$ cat config.mk
export PLATFORM = sky130hd
export DESIGN_NAME = ofdm_spi_slave_regs
export DESIGN_NICKNAME = d
export VERILOG_FILES = /design/src/rtl/ofdm_spi_pkg.sv /design/src/rtl/spi_in_sync.sv /design/src/rtl/ofdm_spi_slave_regs.sv
export SDC_FILE = /design/constraint.sdc
export NUM_CORES = 1
export LEC_CHECK = 0
export ABC_AREA = 1
export CAP_MARGIN = 20
export CORE_UTILIZATION = 52
export DETAILED_ROUTE_END_ITERATION = 8
export MAX_ROUTING_LAYER = met4
export PLACE_DENSITY = 0.83
export SLEW_MARGIN = 0
export SYNTH_ARGS = -nofsm -noshare
export SYNTH_HDL_FRONTEND = slang
export SYNTH_SLANG_ARGS = --single-unit
export TNS_END_PERCENT = 10
$ cat constraint.sdc
create_clock -name clk -period 2.7 [get_ports clk]
set_clock_uncertainty 0.15 [all_clocks]
set_input_delay 0.405 -clock clk [delete_from_list [all_inputs] [get_ports clk]]
set_output_delay 0.405 -clock clk [all_outputs]
set_load 0.1 [all_outputs]
$ cat src/rtl/ofdm_spi_pkg.sv
// Shared constants and FSM state type for the OFDM SPI register slave.
package ofdm_spi_pkg;
  localparam int         SPI_FRAME_BITS = 16;
  localparam int         CMD_RW_BIT     = 7;
  localparam int         CMD_SPACE_BIT  = 6;
  localparam logic [5:0] STAT_BASE      = 6'h00;
  localparam logic [3:0] CMD_LAST_BIT   = 4'(SPI_FRAME_BITS / 2 - 1);
  localparam logic [3:0] FRAME_LAST_BIT = 4'(SPI_FRAME_BITS - 1);

  typedef enum logic [1:0] {IDLE, CMD, DATA, DONE} spi_state_e;
endpackage

$ cat src/rtl/spi_in_sync.sv
// Multi-flop synchronizer for one asynchronous SPI pin with edge detection.
module spi_in_sync #(
  parameter int STAGES = 2
) (
  input  logic clk,
  input  logic reset_n,
  input  logic din,
  output logic dout,
  output logic rise,
  output logic fall
);
  logic [STAGES-1:0] sync_q;
  logic              prev_q;

  // Resets to 0 so a chip select held low through reset never looks like a fresh fall.
  always_ff @(posedge clk or negedge reset_n) begin
    if (!reset_n) begin
      sync_q <= '0;
      prev_q <= 1'b0;
    end else begin
      sync_q <= {sync_q[STAGES-2:0], din};
      prev_q <= sync_q[STAGES-1];
    end
  end

  assign dout = sync_q[STAGES-1];
  assign rise = dout & ~prev_q;
  assign fall = ~dout & prev_q;
endmodule

$ cat src/rtl/ofdm_spi_slave_regs.sv
// SPI mode-0 slave with a byte-wide register file and read-only status bytes.
//  state | meaning
//  IDLE  | waiting for chip-select fall
//  CMD   | shifting in the command byte
//  DATA  | shifting write data in / read data out
//  DONE  | frame complete, waiting for chip-select rise
module ofdm_spi_slave_regs
  import ofdm_spi_pkg::*;
#(
  parameter int NUM_REGS    = 8,
  parameter int NUM_STAT    = 4,
  parameter int SYNC_STAGES = 2
) (
  input  logic                  clk,
  input  logic                  reset_n,
  input  logic                  spi_sclk,
  input  logic                  spi_nss,
  input  logic                  spi_mosi,
  output logic                  spi_miso,
  output logic                  spi_miso_oe,
  input  logic [8*NUM_STAT-1:0] stat_in,
  output logic [8*NUM_REGS-1:0] reg_out,
  output logic                  wr_strobe,
  output logic [5:0]            wr_addr
);
  spi_state_e state, state_nxt;
  logic       sclk_rise, sclk_fall, nss_rise, nss_fall, mosi_s;
  logic       unused_sclk_lvl, unused_nss_lvl, unused_mosi_rise, unused_mosi_fall;
  logic [3:0] bit_cnt;
  logic [6:0] rx_shift;
  logic [7:0] rx_byte, cmd, tx_shift, rd_byte, tx_load;
  logic [7:0] regs [NUM_REGS];
  logic       commit_pend, wr_ok;
  logic [5:0] commit_addr;
  logic [7:0] commit_data;

  spi_in_sync #(.STAGES(SYNC_STAGES)) u_sync_sclk (
    .clk(clk), .reset_n(reset_n), .din(spi_sclk),
    .dout(unused_sclk_lvl), .rise(sclk_rise), .fall(sclk_fall));
  spi_in_sync #(.STAGES(SYNC_STAGES)) u_sync_nss (
    .clk(clk), .reset_n(reset_n), .din(spi_nss),
    .dout(unused_nss_lvl), .rise(nss_rise), .fall(nss_fall));
  spi_in_sync #(.STAGES(SYNC_STAGES)) u_sync_mosi (
    .clk(clk), .reset_n(reset_n), .din(spi_mosi),
    .dout(mosi_s), .rise(unused_mosi_rise), .fall(unused_mosi_fall));

  assign rx_byte = {rx_shift, mosi_s};
  assign wr_ok   = !cmd[CMD_SPACE_BIT] && (int'(cmd[5:0]) < NUM_REGS);

  // Read byte is chosen from the command as it completes, so stat_in is sampled here.
  always_comb begin
    rd_byte = 8'h00;
    if (!rx_byte[CMD_SPACE_BIT]) begin
      for (int k = 0; k < NUM_REGS; k++)
        if (rx_byte[5:0] == 6'(k)) rd_byte = regs[k];
    end else begin
      for (int k = 0; k < NUM_STAT; k++)
        if (rx_byte[5:0] == STAT_BASE + 6'(k)) rd_byte = stat_in[8*k +: 8];
    end
    tx_load = rx_byte[CMD_RW_BIT] ? rd_byte : 8'h00;
  end

  always_ff @(posedge clk or negedge reset_n) begin
    if (!reset_n) state <= IDLE;
    else          state <= state_nxt;
  end

  always_comb begin
    state_nxt = state;
    if (nss_rise) begin
      state_nxt = IDLE;
    end else begin
      case (state)
        IDLE:    if (nss_fall) state_nxt = CMD;
        CMD:     if (sclk_rise && bit_cnt == CMD_LAST_BIT) state_nxt = DATA;
        DATA:    if (sclk_rise && bit_cnt == FRAME_LAST_BIT) state_nxt = DONE;
        default: state_nxt = state;
      endcase
    end
  end

  always_ff @(posedge clk or negedge reset_n) begin
    if (!reset_n) begin
      for (int k = 0; k < NUM_REGS; k++) regs[k] <= '0;
      bit_cnt     <= '0;
      rx_shift    <= '0;
      cmd         <= '0;
      tx_shift    <= '0;
      spi_miso    <= 1'b0;
      spi_miso_oe <= 1'b0;
      wr_strobe   <= 1'b0;
      wr_addr     <= '0;
      commit_pend <= 1'b0;
      commit_addr <= '0;
      commit_data <= '0;
    end else begin
      wr_strobe   <= 1'b0;
      commit_pend <= 1'b0;
      if (commit_pend) begin
        for (int k = 0; k < NUM_REGS; k++)
          if (commit_addr == 6'(k)) regs[k] <= commit_data;
        wr_strobe <= 1'b1;
        wr_addr   <= commit_addr;
      end
      if (nss_fall)      spi_miso_oe <= 1'b1;
      else if (nss_rise) spi_miso_oe <= 1'b0;

      if (nss_rise) begin
        bit_cnt  <= '0;
        spi_miso <= 1'b0;
      end else begin
        case (state)
          IDLE: if (nss_fall) begin
            bit_cnt  <= '0;
            rx_shift <= '0;
            spi_miso <= 1'b0;
          end
          CMD: if (sclk_rise) begin
            rx_shift <= rx_byte[6:0];
            bit_cnt  <= bit_cnt + 4'd1;
            if (bit_cnt == CMD_LAST_BIT) begin
              cmd      <= rx_byte;
              tx_shift <= tx_load;
            end
          end
          DATA: begin
            if (sclk_rise) begin
              rx_shift <= rx_byte[6:0];
              bit_cnt  <= bit_cnt + 4'd1;
              if (bit_cnt == FRAME_LAST_BIT && !cmd[CMD_RW_BIT] && wr_ok) begin
                commit_pend <= 1'b1;
                commit_addr <= cmd[5:0];
                commit_data <= rx_byte;
              end
            end
            if (sclk_fall) begin
              spi_miso <= tx_shift[7];
              tx_shift <= {tx_shift[6:0], 1'b0};
            end
          end
          default: ;
        endcase
      end
    end
  end

  for (genvar k = 0; k < NUM_REGS; k++) begin : g_out
    assign reg_out[8*k +: 8] = regs[k];
  end
endmodule

Word-level counts from Yosys, hierarchy flattened. Cells that the tools add are included.

Register bits: 125. Bits of input ports: 37. Word-level logic and storage cells: 137.

Add/sub/neg operators: 1. Bitwise logic cells: 9. Order comparisons: 1. Reduce and logical (&&, ||, !) cells: 32. Equal/unequal tests: 28. Multiplexer cells: 41.

Operators with widths (count): 8-bit two-way mux (17); 6-bit by 3-bit == test with 1-bit output (second input constant) (8); 6-bit by 2-bit == test with 1-bit output (second input constant) (4); 8-bit case mux with 2 select lines (1); 2-bit AND reduction (8); 4-bit AND reduction (4); 7-bit two-way mux (2); 7-bit case mux with 2 select lines (1); 6-bit by 1-bit == test with 1-bit output (second input constant) (2); 6-bit logical NOT (2); 4-bit two-way mux (3); 3-bit != test (second input constant) (4); 1-bit two-way mux (10); 2-bit two-way mux (4); 2-bit != test (second input constant) (4); 4-bit case mux with 2 select lines (1); 6-bit by 4-bit < comparator with 1-bit output (second input constant) (1); 2-bit case mux with 3 select lines (1); 3-bit AND reduction (2); 2-bit nonzero test (3); 3-bit nonzero test (2); 1-bit logical AND (5); 1-bit inverter (5); 5-bit AND reduction (1); other kinds (13) (17).

Logic depth before layout (Yosys ltp).
Depth in word-level cells: 14. Depth in mapped cells: 12.

By module. Synthesis repeated with hierarchy kept, for this count alone.

Cells, all modules: 685. Area, all modules: 5744.3 um2.

By module, submodules not included: ofdm_spi_slave_regs (cells each 664, area an instance 5474.0 um2, instances 1, seq. area each 2927.8 um2); spi_in_sync (cells each 7, area an instance 90.1 um2, instances 3, seq. area each 75.1 um2).

Least setup slack after synthesis. OpenSTA, ideal clock, no wires.

Path kind: flip-flop to flip-flop. Start point: register state[0]. End point: register commit_data[6]. Slack: 0.767 ns. Arrival: 1.661 ns. Period minus slack after synthesis: 1.933 ns. Stages on the path, launching flop included: 12. Library setup time: 0.123 ns. Buffers on the path: 2. Data required time: 2.427 ns. Cell sequence: dfrtp_1 -> inv_1 -> ha_1 -> buf_2 -> inv_2 -> nor2_2 -> inv_2 -> nor4_1 -> nand2_1 -> buf_2 -> nand2_1 -> o21ai_1.

Longest elaborated chain between the ends: 2.

Ends and longest elaborated chain: from (decl) (line ofdm_spi_slave_regs.sv:26) `spi_state_e state, state_nxt;`; from (signal assigned) (line ofdm_spi_slave_regs.sv:65) `else state <= state_nxt;`; 2-bit == test (line ofdm_spi_slave_regs.sv:112) `case (state)`; 4-bit AND reduction (no line); to (signal assigned) (line ofdm_spi_slave_regs.sv:133) `commit_data <= rx_byte;`; to (decl) (line ofdm_spi_slave_regs.sv:35) `logic [7:0] commit_data;`.

Every way passes these cells. A chain may end at the register's enable or synchronous reset.

Worst setup path in the final report.
Start point: register state[0]. End point: register rx_shift[3].

Longest elaborated chain between the ends: 4. Elaborated cells on any way between the ends: 9. Those cells by class: eq/ne (4); mux (1); reduce/logical (4).

Ends and longest elaborated chain: 2-bit == test / 2-bit by 1-bit == test with 1-bit output (equally long branches) (line ofdm_spi_slave_regs.sv:112); 2-bit OR reduction (no line); 2-bit by 1-bit != test with 1-bit output (no line) / 2-bit nonzero test (equally long branches); 4-bit AND reduction (no line); to (signal assigned) (line ofdm_spi_slave_regs.sv:119) `rx_shift <= rx_byte[6:0];`; to (signal assigned) (line ofdm_spi_slave_regs.sv:128) `rx_shift <= rx_byte[6:0];`; to (decl) (line ofdm_spi_slave_regs.sv:30) `logic [6:0] rx_shift;`.

Several ways; a longest one is shown, not always the timed one.

==> metrics.cfg <==
[status]
status = finished, final reports clean

[floorplan]
rows = 38
ios = 110
start_util = 0.534
core-area_sq_um = 10800
die_area_sq_um = 11500
fp.dieH_um = 107
die_x_um = 107

[critical_path]
path_common_cell = inv_1
startpoint_type = flop
cpPeakStageDelay_ns = 0.46
end_kind = flop
critPathKind = reg -> reg
required_ns = 2.99
critPathArrivalTime_ns = 2.52
critPathMaxFanout = 14
cp_cell_sequence = inv_1, ha_1, inv_1, o21ai_1, and3_1, nand3_1, o21ai_0
path_buf_inv = 2
crit_family = simple AND/OR/NAND/NOR gates
cp_slowest_cell = and3_1

[cts]
htreeDepth = 4
cts_setup_buffers = 0
path_clk_slew_ns = 0.06
clockBufferDepth = 2
worstSkewPairLatency_ns = 0.52
cts_resized = 0
cts_hold_buf = 1
clock_sinks = 125
cts_root_buffer = clkbuf_8
cts_buffers = 17
cts_tree = done

[yosys]
syn_area_sq_um = 5760
synth_cell_types = 34
avgSynthCellArea_sq_um = 8.55
synth-seq-cells = 125
yosysWarnings = 0
synth_nets = 718
ys_seq_area_frac = 0.543
synth_cells = 674

[job]
max_cap_viol_count = 0

[sta]
slew-limit-headroom = 0.533
fmax_mhz = 448
setup_violations = 0
setup_ws_ns = 0.468
worst_pin_slew_ns = 0.700
hold_violations = 0
finalCritPeriodShare = 0.826
drv_slew = 0
tns_ns = 0
grt_setup_unrepaired = false
fin_crit_ns = 2.23

[placement]
dpl.cell_count = 904
dp_slack_ns = 0.530
dpl.hpwl_mm = 11.6
globalplace.congestion = 0.921
portBuffers = 109

[final_layout]
layout.nets = 828
fillers = 827
final_cells = 937
postLayoutCoreUtil = 0.688
layout_commonest_cell = nand2_1
antenna_cells = 0
drive_above_1_share = 0.171
area_growth_pct = 28.9
final_cell_mix = 169 x nand2_1, 125 x dfrtp_1, 97 x o21ai_0, 78 x buf_4, 55 x inv_1

[drt]
drtIter0Drc = 505
vias_per_cell = 5.75
post_drt_wl_per_cell_um = 17.6
drc = 0
first_pass_iters = 7
drt-total-wl_mm = 16.5
via_count = 5385
drtAntennaViolNets = 0

[grt]
grt_usage = 0.312
grt_pass1_vias = 5142
grt_pass1_wl_mm = 26.0
grt_overflow = 0
grt_max_degree = 54
antenna_found_initial = 0

[min_path]
min_path_type = in -> reg

[pwr]
leakagePower_nw = 3.50
ir_drop_mv = 0.502
power_density_nw_per_um2 = 805
power_mw = 5.98

## path summary, 6_finish.rpt
| check | depth (start not counted) | slack (ns) | to | startpoint |
|---|---|---|---|---|
| max reg2reg | 7 | 0.47 | rx_shift[3]$_DFFE_PN0P_ | state[0]$_DFFE_PN0P_ |
| min | 1 | 0.17 | u_sync_nss.sync_q[0]$_DFF_PN0_ | spi_nss |
| min reg2reg | 0 | 0.20 | u_sync_mosi.sync_q[1]$_DFF_PN0_ | u_sync_mosi.sync_q[0]$_DFF_PN0_ |
| min in group asynchronous | 2 | 0.32 | u_sync_sclk.prev_q$_DFF_PN0_ | reset_n |
| max | 7 | 0.47 | rx_shift[3]$_DFFE_PN0P_ | state[0]$_DFFE_PN0P_ |
| max in group asynchronous | 3 | 1.41 | reg_out[38]$_DFFE_PN0P_ | reset_n |
## registers in the layout (all words and copies together) (netlist names), 4 cells and up
register / cells
wr_addr: 6
bit_cnt: 4
rx_shift: 7
reg_out: 64
commit_addr: 6
tx_shift: 8
commit_data: 8
cmd: 8
## Yosys cell counts, drive strengths merged
| cell type | number | area share |
|---|---|---|
| nand3 | 31 | 0.027 |
| o21ai | 112 | 0.097 |
| and3 | 2 | 0.0022 |
| o211ai | 1 | 0.0013 |
| or2 | 1 | 0.0011 |
| nand2 | 171 | 0.11 |
| o22ai | 1 | 0.0011 |
| o31ai | 1 | 0.0013 |
| a211oi | 2 | 0.0035 |
| nand4 | 35 | 0.038 |
| nor2 | 48 | 0.045 |
| clkbuf | 12 | 0.0078 |
| a21oi | 32 | 0.028 |
| ha | 7 | 0.015 |
| a211o | 1 | 0.0015 |
| o21bai | 6 | 0.0078 |
| a31oi | 2 | 0.0022 |
| buf | 13 | 0.015 |
| dfrtp | 125 | 0.54 |
| nand3b | 1 | 0.0013 |
| inv | 66 | 0.043 |
| nor4 | 2 | 0.0022 |
| nor3 | 2 | 0.0026 |
## logic make-up (layout without fill, tap and decap cells)
family | after synthesis | after routing | synth area share
buf+inv | 91 | 214 | 0.0656
compound gates | 158 | 158 | 0.144
flops | 125 | 125 | 0.543
simple gates | 293 | 293 | 0.232
fa+ha+maj | 7 | 7 | 0.0152
## routing by layer
metal | track usage | wire length [um]
met1 | 0.386 | 6790
met3 | 0.0714 | 1340
met4 | 0.110 | 377
met2 | 0.506 | 8020
met5 | - | 0
## through the flow
step	area (sq um)	hold slack [ns]
floorplan	5760	-0.0406
global placement	6780	0.187
detailed placement	6780	0.196
CTS	7430	0.148
global route	7430	0.151
finish	7430	0.167
## cell type report
cell class              instances  area [sq um]  area share
multi-input cells             458          2260       0.304
clock inverters                10           160      0.0216
clock buffers                  22           473      0.0637
well taps                     140           175      0.0236
inverters                      66           248      0.0334
repair buffers                116           986       0.133
flip-flops and latches        125          3130       0.421
## power breakdown
part / switching (mW) / total (mW) / internal (mW)
Clock: 0.805 / 2.40 / 1.60
Sequential: 0.115 / 2.12 / 2.01
Combinational: 1.01 / 1.46 / 0.444
Total: 1.93 / 5.98 / 4.05
(Power assumes the default switching activity.)
